==> src/rtl/dmem_responder.sv <==
`timescale 1ns/1ps
// -----------------------------------------------------------------------------
// dmem_responder
//
// Single-port word-addressed data memory behind a three-state handshake FSM
// (IDLE -> WAIT -> RESP -> IDLE). Each request accepted in IDLE completes after
// WAIT_CYCLES wait states. ack is high for exactly one cycle per request,
// giving a latency of WAIT_CYCLES+1 from the accepting edge.
//
// Parameters
//   DEPTH        number of 32-bit words. Must be a power of two, 2..1024.
//   WAIT_CYCLES  wait states before the response. Must be 0..15.
//
// Ports
//   clk     in   single clock. All state updates on its rising edge.
//   reset   in   asynchronous, active-high reset. Clears the control state and
//                Dout. Does not clear the storage array.
//   req     in   request strobe. Only sampled while IDLE.
//   memWrt  in   1 = write, 0 = read.
//   addr    in   byte address. The word index is addr[log2(DEPTH)+1:2].
//   Din     in   write data.
//   Dout    out  registered read data. Holds the last read value.
//   ack     out  one-cycle completion pulse. It is high while in RESP.
//   busy    out  transaction in progress. It is high while in WAIT or RESP.
//   err     out  error flag, valid together with ack.
//
// Configuration
//   DMEM_ERR_CHECK_EN  When this macro is defined, the following requests are
//                      flagged:
//                        - misaligned requests (addr[1:0] != 0)
//                        - out-of-range requests (addr >= 4*DEPTH)
//                      A flagged request completes with the normal latency,
//                      suppresses the write, returns Dout=0 and raises err
//                      with ack.
//                      When the macro is undefined, err is always 0,
//                      addr[1:0] is ignored and the word index wraps
//                      modulo DEPTH.
// -----------------------------------------------------------------------------
module dmem_responder #(
  parameter int DEPTH       = 64,
  parameter int WAIT_CYCLES = 2
) (
  input  logic        clk,
  input  logic        reset,
  input  logic        req,
  input  logic        memWrt,
  input  logic [31:0] addr,
  input  logic [31:0] Din,
  output logic [31:0] Dout,
  output logic        ack,
  output logic        busy,
  output logic        err
);

  localparam int IDX_W = (DEPTH > 1) ? $clog2(DEPTH) : 1;

  typedef enum logic [1:0] {
    ST_IDLE = 2'd0,
    ST_WAIT = 2'd1,
    ST_RESP = 2'd2
  } state_e;

  state_e      state_q, state_d;
  logic [3:0]  cnt_q, cnt_d;

  // Request fields captured at acceptance so that the initiator is free to
  // change its outputs while the transaction sits in WAIT.
  logic        wrt_q;
  logic [31:0] addr_q;
  logic [31:0] din_q;

  logic        capture;   // accept a request in IDLE
  logic        access;    // perform the memory access on this edge
  logic        bad;       // request is flagged as an error
  logic        err_q;
  logic [31:0] dout_q;

  logic [31:0] mem [DEPTH];

  // ---------------------------------------------------------------------------
  // Access operand selection
  // ---------------------------------------------------------------------------
  // With zero wait states the access happens on the accepting edge itself.
  // That access uses the live inputs. Every later access uses the
  // captured copy.
  logic        use_live;
  logic        sel_wrt;
  logic [31:0] sel_addr;
  logic [31:0] sel_din;
  logic [IDX_W-1:0] idx;

  assign use_live = (state_q == ST_IDLE);
  assign sel_wrt  = use_live ? memWrt : wrt_q;
  assign sel_addr = use_live ? addr   : addr_q;
  assign sel_din  = use_live ? Din    : din_q;
  assign idx      = sel_addr[IDX_W+1:2];

`ifdef DMEM_ERR_CHECK_EN
  // A misaligned address is flagged.
  // Any set bit above the top word-index bit means addr >= 4*DEPTH.
  assign bad = (sel_addr[1:0] != 2'b00) || (sel_addr[31:IDX_W+2] != '0);
`else
  // The low byte bits and the bits above the index are ignored.
  // Ignoring the upper bits makes out-of-range addresses wrap
  // modulo DEPTH.
  assign bad = 1'b0;
  logic unused_addr_bits;
  assign unused_addr_bits = ^{sel_addr[31:IDX_W+2], sel_addr[1:0]};
`endif

  // ---------------------------------------------------------------------------
  // Next-state logic
  // ---------------------------------------------------------------------------
  // NOTE: every output of this block gets a default first. This stops a
  // path through the case from leaving a signal unassigned and inferring a
  // latch.
  always_comb begin
    state_d = state_q;
    cnt_d   = cnt_q;
    capture = 1'b0;
    access  = 1'b0;
    unique case (state_q)
      ST_IDLE: begin
        if (req) begin
          capture = 1'b1;
          if (WAIT_CYCLES == 0) begin
            access  = 1'b1;
            state_d = ST_RESP;
          end else begin
            cnt_d   = 4'(WAIT_CYCLES);
            state_d = ST_WAIT;
          end
        end
      end
      ST_WAIT: begin
        // The counter saturates at zero. The <=1 test also releases the
        // FSM if the counter were ever found at zero.
        if (cnt_q != 4'd0) begin
          cnt_d = cnt_q - 4'd1;
        end
        if (cnt_q <= 4'd1) begin
          access  = 1'b1;
          state_d = ST_RESP;
        end
      end
      ST_RESP: begin
        state_d = ST_IDLE;
      end
      default: begin
        state_d = ST_IDLE;
      end
    endcase
  end

  // ---------------------------------------------------------------------------
  // Control state, captured request and registered outputs
  // ---------------------------------------------------------------------------
  // NOTE: sequential state uses non-blocking assignments only. Every flop
  // then samples values from before the edge, whatever the block order.
  always_ff @(posedge clk or posedge reset) begin
    if (reset) begin
      state_q <= ST_IDLE;
      cnt_q   <= 4'd0;
      wrt_q   <= 1'b0;
      addr_q  <= '0;
      din_q   <= '0;
      err_q   <= 1'b0;
      dout_q  <= '0;
    end else begin
      state_q <= state_d;
      cnt_q   <= cnt_d;
      if (capture) begin
        wrt_q  <= memWrt;
        addr_q <= addr;
        din_q  <= Din;
      end
      // err lives only in RESP, so it is naturally qualified by ack.
      err_q <= access & bad;
      if (access) begin
        if (bad) begin
          dout_q <= '0;
        end else if (!sel_wrt) begin
          dout_q <= mem[idx];
        end
      end
    end
  end

  // ---------------------------------------------------------------------------
  // Storage array
  // ---------------------------------------------------------------------------
  // NOTE: the storage array has no reset. Its contents survive reset, and
  // it can map onto plain RAM.
  // The write is gated by reset because the array does not see reset. Without
  // the gate, a zero-wait-state access could still land while reset is held.
  logic mem_we;
  assign mem_we = access & sel_wrt & ~bad & ~reset;

  always_ff @(posedge clk) begin
    if (mem_we) begin
      mem[idx] <= sel_din;
    end
  end

  // ---------------------------------------------------------------------------
  // Outputs: ack and busy are decoded purely from the state register
  // ---------------------------------------------------------------------------
  assign ack  = (state_q == ST_RESP);
  assign busy = (state_q != ST_IDLE);
  assign err  = err_q;
  assign Dout = dout_q;

endmodule

==> config.mk <==
export PLATFORM = sky130hd
export DESIGN_NAME = dmem_responder
export DESIGN_NICKNAME = d
export VERILOG_FILES = /design/src/rtl/dmem_responder.sv
export SDC_FILE = /design/constraint.sdc
export NUM_CORES = 2
export LEC_CHECK = 0
export CAP_MARGIN = 0
export CORE_ASPECT_RATIO = 2
export CORE_MARGIN = 1
export CORE_UTILIZATION = 35
export DETAILED_ROUTE_END_ITERATION = 12
export GPL_ROUTABILITY_DRIVEN = 0
export PLACE_DENSITY = 0.61
export SLEW_MARGIN = 20
export SYNTH_ARGS = -nofsm -noshare
export SYNTH_HDL_FRONTEND = slang
export SYNTH_SLANG_ARGS = --single-unit
export TNS_END_PERCENT = 50
==> constraint.sdc <==
create_clock -name clk -period 6.6 [get_ports clk]
set_input_delay 0.66 -clock clk [delete_from_list [all_inputs] [get_ports clk]]
set_output_delay 0.66 -clock clk [all_outputs]
set_load 0.03 [all_outputs]
# After elaboration in Yosys (flattened, before gate mapping)
# Memory sizes are Yosys's and may differ from the RTL's. A register that Yosys moved wholly into a read port is not among the register bits.
# Cells that the tools add are included.
[totals]
reg_bits = 47
in_bits = 68
ramBits = 2048
memories = 1
[memory_table]
columns = ["name", "words", "word_bits", "read_ports", "rd_ports_with_merged_regs", "wr", "line_no", "source"]
rows = [
  ["mem", 64, 32, 1, 1, 1, "78", "logic [31:0] mem [DEPTH];"],
]
[classes]
n_bitwise = 4
n_mux = 15
n_lt_le_gt_ge = 1
addsub = 1
eq_ne = 5
reduce_logical = 7
[ops]
columns = ["op", "n"]
rows = [
  ["two-way mux 32 bit", 1],
  ["two-way mux 4 bit", 2],
  ["two-way mux 8 bit", 1],
  ["one-hot mux 4 bit (2 select lines)", 1],
  ["two-way mux 1 bit", 7],
  ["inequality test 2 bit (second input constant)", 3],
  ["less-or-equal comparator 4 x 1 -> 1 bit (second input constant)", 1],
  ["two-way mux 2 bit", 2],
  ["one-hot mux 2 bit (2 select lines)", 1],
  ["AND reduction 2 bit", 2],
  ["nonzero test 2 bit", 2],
  ["nonzero test 4 bit", 1],
  ["subtractor 4 x 1 -> 4 bit (second input constant)", 1],
  ["AND reduction 3 bit", 1],
  ["bitwise AND 1 bit", 2],
  ["equality test 2 x 1 -> 1 bit (second input constant)", 1],
  ["equality test 2 bit (second input constant)", 1],
  ["zero test 2 bit", 1],
  ["inverter 1 bit", 2],
]

# Logic depth before layout (Yosys ltp)
[depth]
depth_word = 7
mapped_depth = 13
mapped_depth_nobuf = 9

# Least setup slack after synthesis
# Ideal clock, no wire load.
[synth_path]
kind = "input -> register"
startpoint = "in reset"
endpoint = "mem mem[0][0], enable pin"
t_arrival_ps = 4313
stages = 5
path_buffers = 1
required_ps = 6179
path_slack_ps = 1866
cell_sequence = "inv_1 > and3_1 > buf_2 > nand2_1 > nor2_1"
[synth_via]
elab_chain_len = 4
[synth_rtl]
columns = ["element", "line_no", "source"]
rows = [
  ["start, declared", "44", "input logic reset,"],
  ["inverter 1 bit", "197", "assign mem_we = access & sel_wrt & ~bad & ~reset;"],
  ["bitwise AND 1 bit", "197", ""],
  ["two-way mux 1 bit", "200", "if (mem_we) begin"],
  ["two-way mux 1 bit (not written as such)", "201", "mem[idx] <= sel_din;"],
  ["end, declared", "78", ""],
]
# No other way between the ends.

# Worst setup path after layout
[layout_path]
startpoint = "reg state_q[0]"
endpoint = "mem mem[8][24], enable pin"
[layout_via]
elab_chain_len = 6
word_cells_on_any_way = 9
classes_between = "eq/ne: 1; mux: 5; bitwise: 2; reduce/logical: 1"
[layout_rtl]
columns = ["element", "line_no", "source"]
rows = [
  ["start, declared", "63", "state_e state_q, state_d;"],
  ["start signal, assigned", "170", "state_q <= state_d;"],
  ["equality test 2 x 1 -> 1 bit / zero test 2 bit (equally long branches)", "122, 92", ""],
  ["two-way mux 1 bit, on equally long branches", "122, 93", ""],
  ["bitwise AND 1 bit (2 in series)", "197", ""],
  ["two-way mux 1 bit", "200", ""],
  ["two-way mux 1 bit (not written as such)", "201", ""],
]
# Parallel ways exist; a longest one is shown, timed or not.

==> summary.txt <==
Yosys
  • Async SR Flop Fraction: 3.62%
  • Syn nets: 4,708
  • Sequential fraction of the synthesis area: 79.0%
  • Syn Inst Count: roughly 4,600
  • Yosys cell types: 82
  • EDFF count, synth: between 2,000 and 2,500
  • YS warnings: 0
  • FF+latch count, synth: 2,125
  • Syn Area/Cell: 17.3 sq um
  • Synth Cell Area: 80,200 sq um
  • Synth Flop Type: edfxtp_1

CTS
  • Clock-pin slew on the worst setup and hold paths: 0.07 ns
  • CTS Buffer Depth: 4
  • Post-CTS Hold Buffers: 0
  • Post-CTS Setup Inserts: 0
  • Sink Count: roughly 2,100
  • CTS tree: yes
  • Htree depth: 4
  • Clk_lat worst skew: approximately 0.9 ns
  • CTS buffer count: 168
  • Clock Root Buffer: clkbuf_16
  • PostCTS Resize Cnt: 0

Die
  • Core footprint: 228,000 sq um
  • Initial Utilization: 35.2%
  • Die width: 341 microns
  • I/O pins: 103
  • Die Span Y: 679 microns
  • Row Count: 248
  • Die Outline Area: around 230,000 sq um

STA
  • Setup violations, final: 0
  • Period Utilization, post-route: 71.0%
  • Final-report max-slew violation count: 0
  • Fin crit period: 4.68 ns
  • RSZ-0062 raised after global routing: false
  • Final clock skew: 0.0374 ns
  • Final worst slack: 1.92 ns
  • Fmax achieved: 0.213 GHz
  • Fin. Hold Viols: 0
  • Slew Limit Headroom: 22.0%
  • Setup tns final: 0 ns
  • Worst Tran Pin Value: 1.17 ns
  • WHS: between 0.4 and 0.5 ns

Setup path
  • Crit-path slowest cell: nor2_4
  • Top cell by count, worst path: buf_4
  • Critical Path AT: between 5 and 6 ns
  • Worst path required time: 7.11 ns
  • Slowest stage delay, CP: 0.99 ns
  • Critical path launch point type: flop
  • Crit-path max FO: 46
  • CP endpoint kind: flop
  • Setup CP Type: reg -> reg
  • Crit path cell chain: nor2_8 > inv_4 > a31oi_1 > buf_4 > nand2b_2 > nor2_4 > buf_4

GRT
  • Largest net degree at the start of global routing: 99
  • GRT Util Overall: 23.1%
  • First-pass GRT wire length: 372,000 microns
  • Initial antenna violation count: 23
  • Vias in the first global route: 46,700
  • Grt ovf: 0

Detailed routing
  • Via count: 47,800
  • Initial DRC Count: 6,652
  • Vias per cell: between 6 and 7
  • Post-DR wirelength/cell: around 34 microns
  • DRT Pass-1 Iters: 10
  • Routed Antenna Nets: 0
  • DRC violations left: 0
  • Routed WL: 273,000 microns

Finish
  • Final nets: 4,858
  • Area delta synth->final: 14.2%
  • Post-layout util: approximately two fifths
  • Share of layout cells above drive strength 1: 13.4%
  • Fin area: 91,700 sq um
  • Fill cells: 20,200
  • Final cell count without fillers: 7,921

Power
  • Leak: 29.3 nW
  • PD cells: between 400 and 500 nW/um^2
  • Pwr Total: 45.0 mW
  • Worst VDD drop: 0.412 mV

Placement
  • Dpl ws: around 1.7 ns
  • Placed Cells incl. Taps: 7,617
  • Placed inst area: 86,300 sq um
  • Hpwl dp: 167,000 microns
  • Input/output buffers: 75

Run
  • Max Cap Viol: 0

Run status
  • Status: complete, no violations

Hold path
  • Worst Hold Class: in -> async
## synthesized netlist by cell type (17+ instances only)
cell      count  area, sq um
buf_4        23          173
a221oi_1    115         1010
edfxtp_1   2048        61500
a21o_1       19          143
nand3_1      51          255
a22oi_1     171         1280
o211ai_1     34          255
nor2_1      108          405
a22o_1       48          420
mux2_2       49          552
a31oi_1      26          163
buf_2       153          766
a21oi_1     214         1070
a222oi_1    149         1490
buf_1        35          131
o21ai_0     159          796
dfrtp_1      77         1930
mux2i_1     328         3280
a211oi_1     17          128
nand2_1     301         1130
nor3_1       17         85.1
o22ai_1     175         1090
clkbuf_1    108          405
## power by group
group          leakage, nW  switching (mW)  internal [mW]
sequential            19.4           0.276           17.9
clock                 2.59            4.72           5.46
combinational         7.34            12.2           4.37
## layout by cell type, fill, tap and decap left out, drive strengths merged, types with 16 or more instances in the layout
master,netlist,routed
a22o,48,48
clkdlybuf4s50,0,75
nand2,302,302
a21oi,214,214
clkbuf,109,210
bufinv,0,16
a22oi,171,171
o211ai,34,34
nand3,51,51
o21ai,162,162
edfxtp,2048,2048
dfrtp,77,77
a221oi,115,115
a21o,19,19
clkinv,0,54
nor3,17,17
mux2,49,49
mux2i,329,329
a31oi,26,26
a222oi,149,149
a211oi,17,17
nor2,110,110
buf,213,227
a221o,16,16
o22ai,175,175
## cells by family after synthesis
group	after synthesis	share of synthesized area [%]
buffers and inverters	331	1.92
AO/OA/AOI/OAI	1249	11.2
AND/OR/NAND/NOR	548	2.99
XOR/XNOR	2	0.0218
adder cells (fa/ha/maj)	3	0.0468
flip-flops	2125	79.0
other	1	0.00467
multiplexers	378	4.80
## sequential cells by signal, indices dropped and copies added, names as in the netlist
register	cells
mem	2048
Dout	32
din_q	32
addr_q	6
cnt_q	4
state_q	2
wrt_q	1
## worst paths after layout
kind                                   startpoint                     to  slack (ns)  cells after the start
max in group asynchronous                   reset   Dout[10]$_DFFE_PP0P_        4.80                      4
max                        state_q[0]$_DFFE_PP0P_   mem[8][24]$_DFFE_PP_        1.92                      7
min reg2reg                 din_q[19]$_DFFE_PP0P_  din_q[19]$_DFFE_PP0P_        0.51                      1
min                                         reset      wrt_q$_DFFE_PP0P_        0.41                      3
max reg2reg                state_q[0]$_DFFE_PP0P_   mem[8][24]$_DFFE_PP_        1.92                      7
min in group clk                           Din[8]   din_q[8]$_DFFE_PP0P_        0.46                      2
## final cells by class
class                      instances  area, sq um  share of cell area [%]
antenna                           12         30.0                  0.0328
clock buffer                     210         4480                    4.89
clock inverter                    82          831                   0.906
inverter                           9         38.8                  0.0423
multi-input combinational       2181        16200                    17.6
sequential                      2125        63400                    69.2
tap                             3000         3750                    4.09
timing repair buffer             302         2940                    3.21
## critical path: cells and delay by family (launching register included)
kind	cells	cell delay (ns)
AND/OR/NAND/NOR	3	1.91
buffers and inverters	3	1.24
flip-flops	1	0.92
AO/OA/AOI/OAI	1	0.16
## routing by layer
metal | track usage, % | wire length [microns] | vias up
li1 | - | - | 19300
met1 | 24.5 | 86300 | 24600
met2 | 41.5 | 142000 | 3032
met3 | 3.78 | 23500 | 839
met4 | 15.8 | 21300 | 22
met5 | 0 | 188 | -
Power figures use the tool's default switching activity.
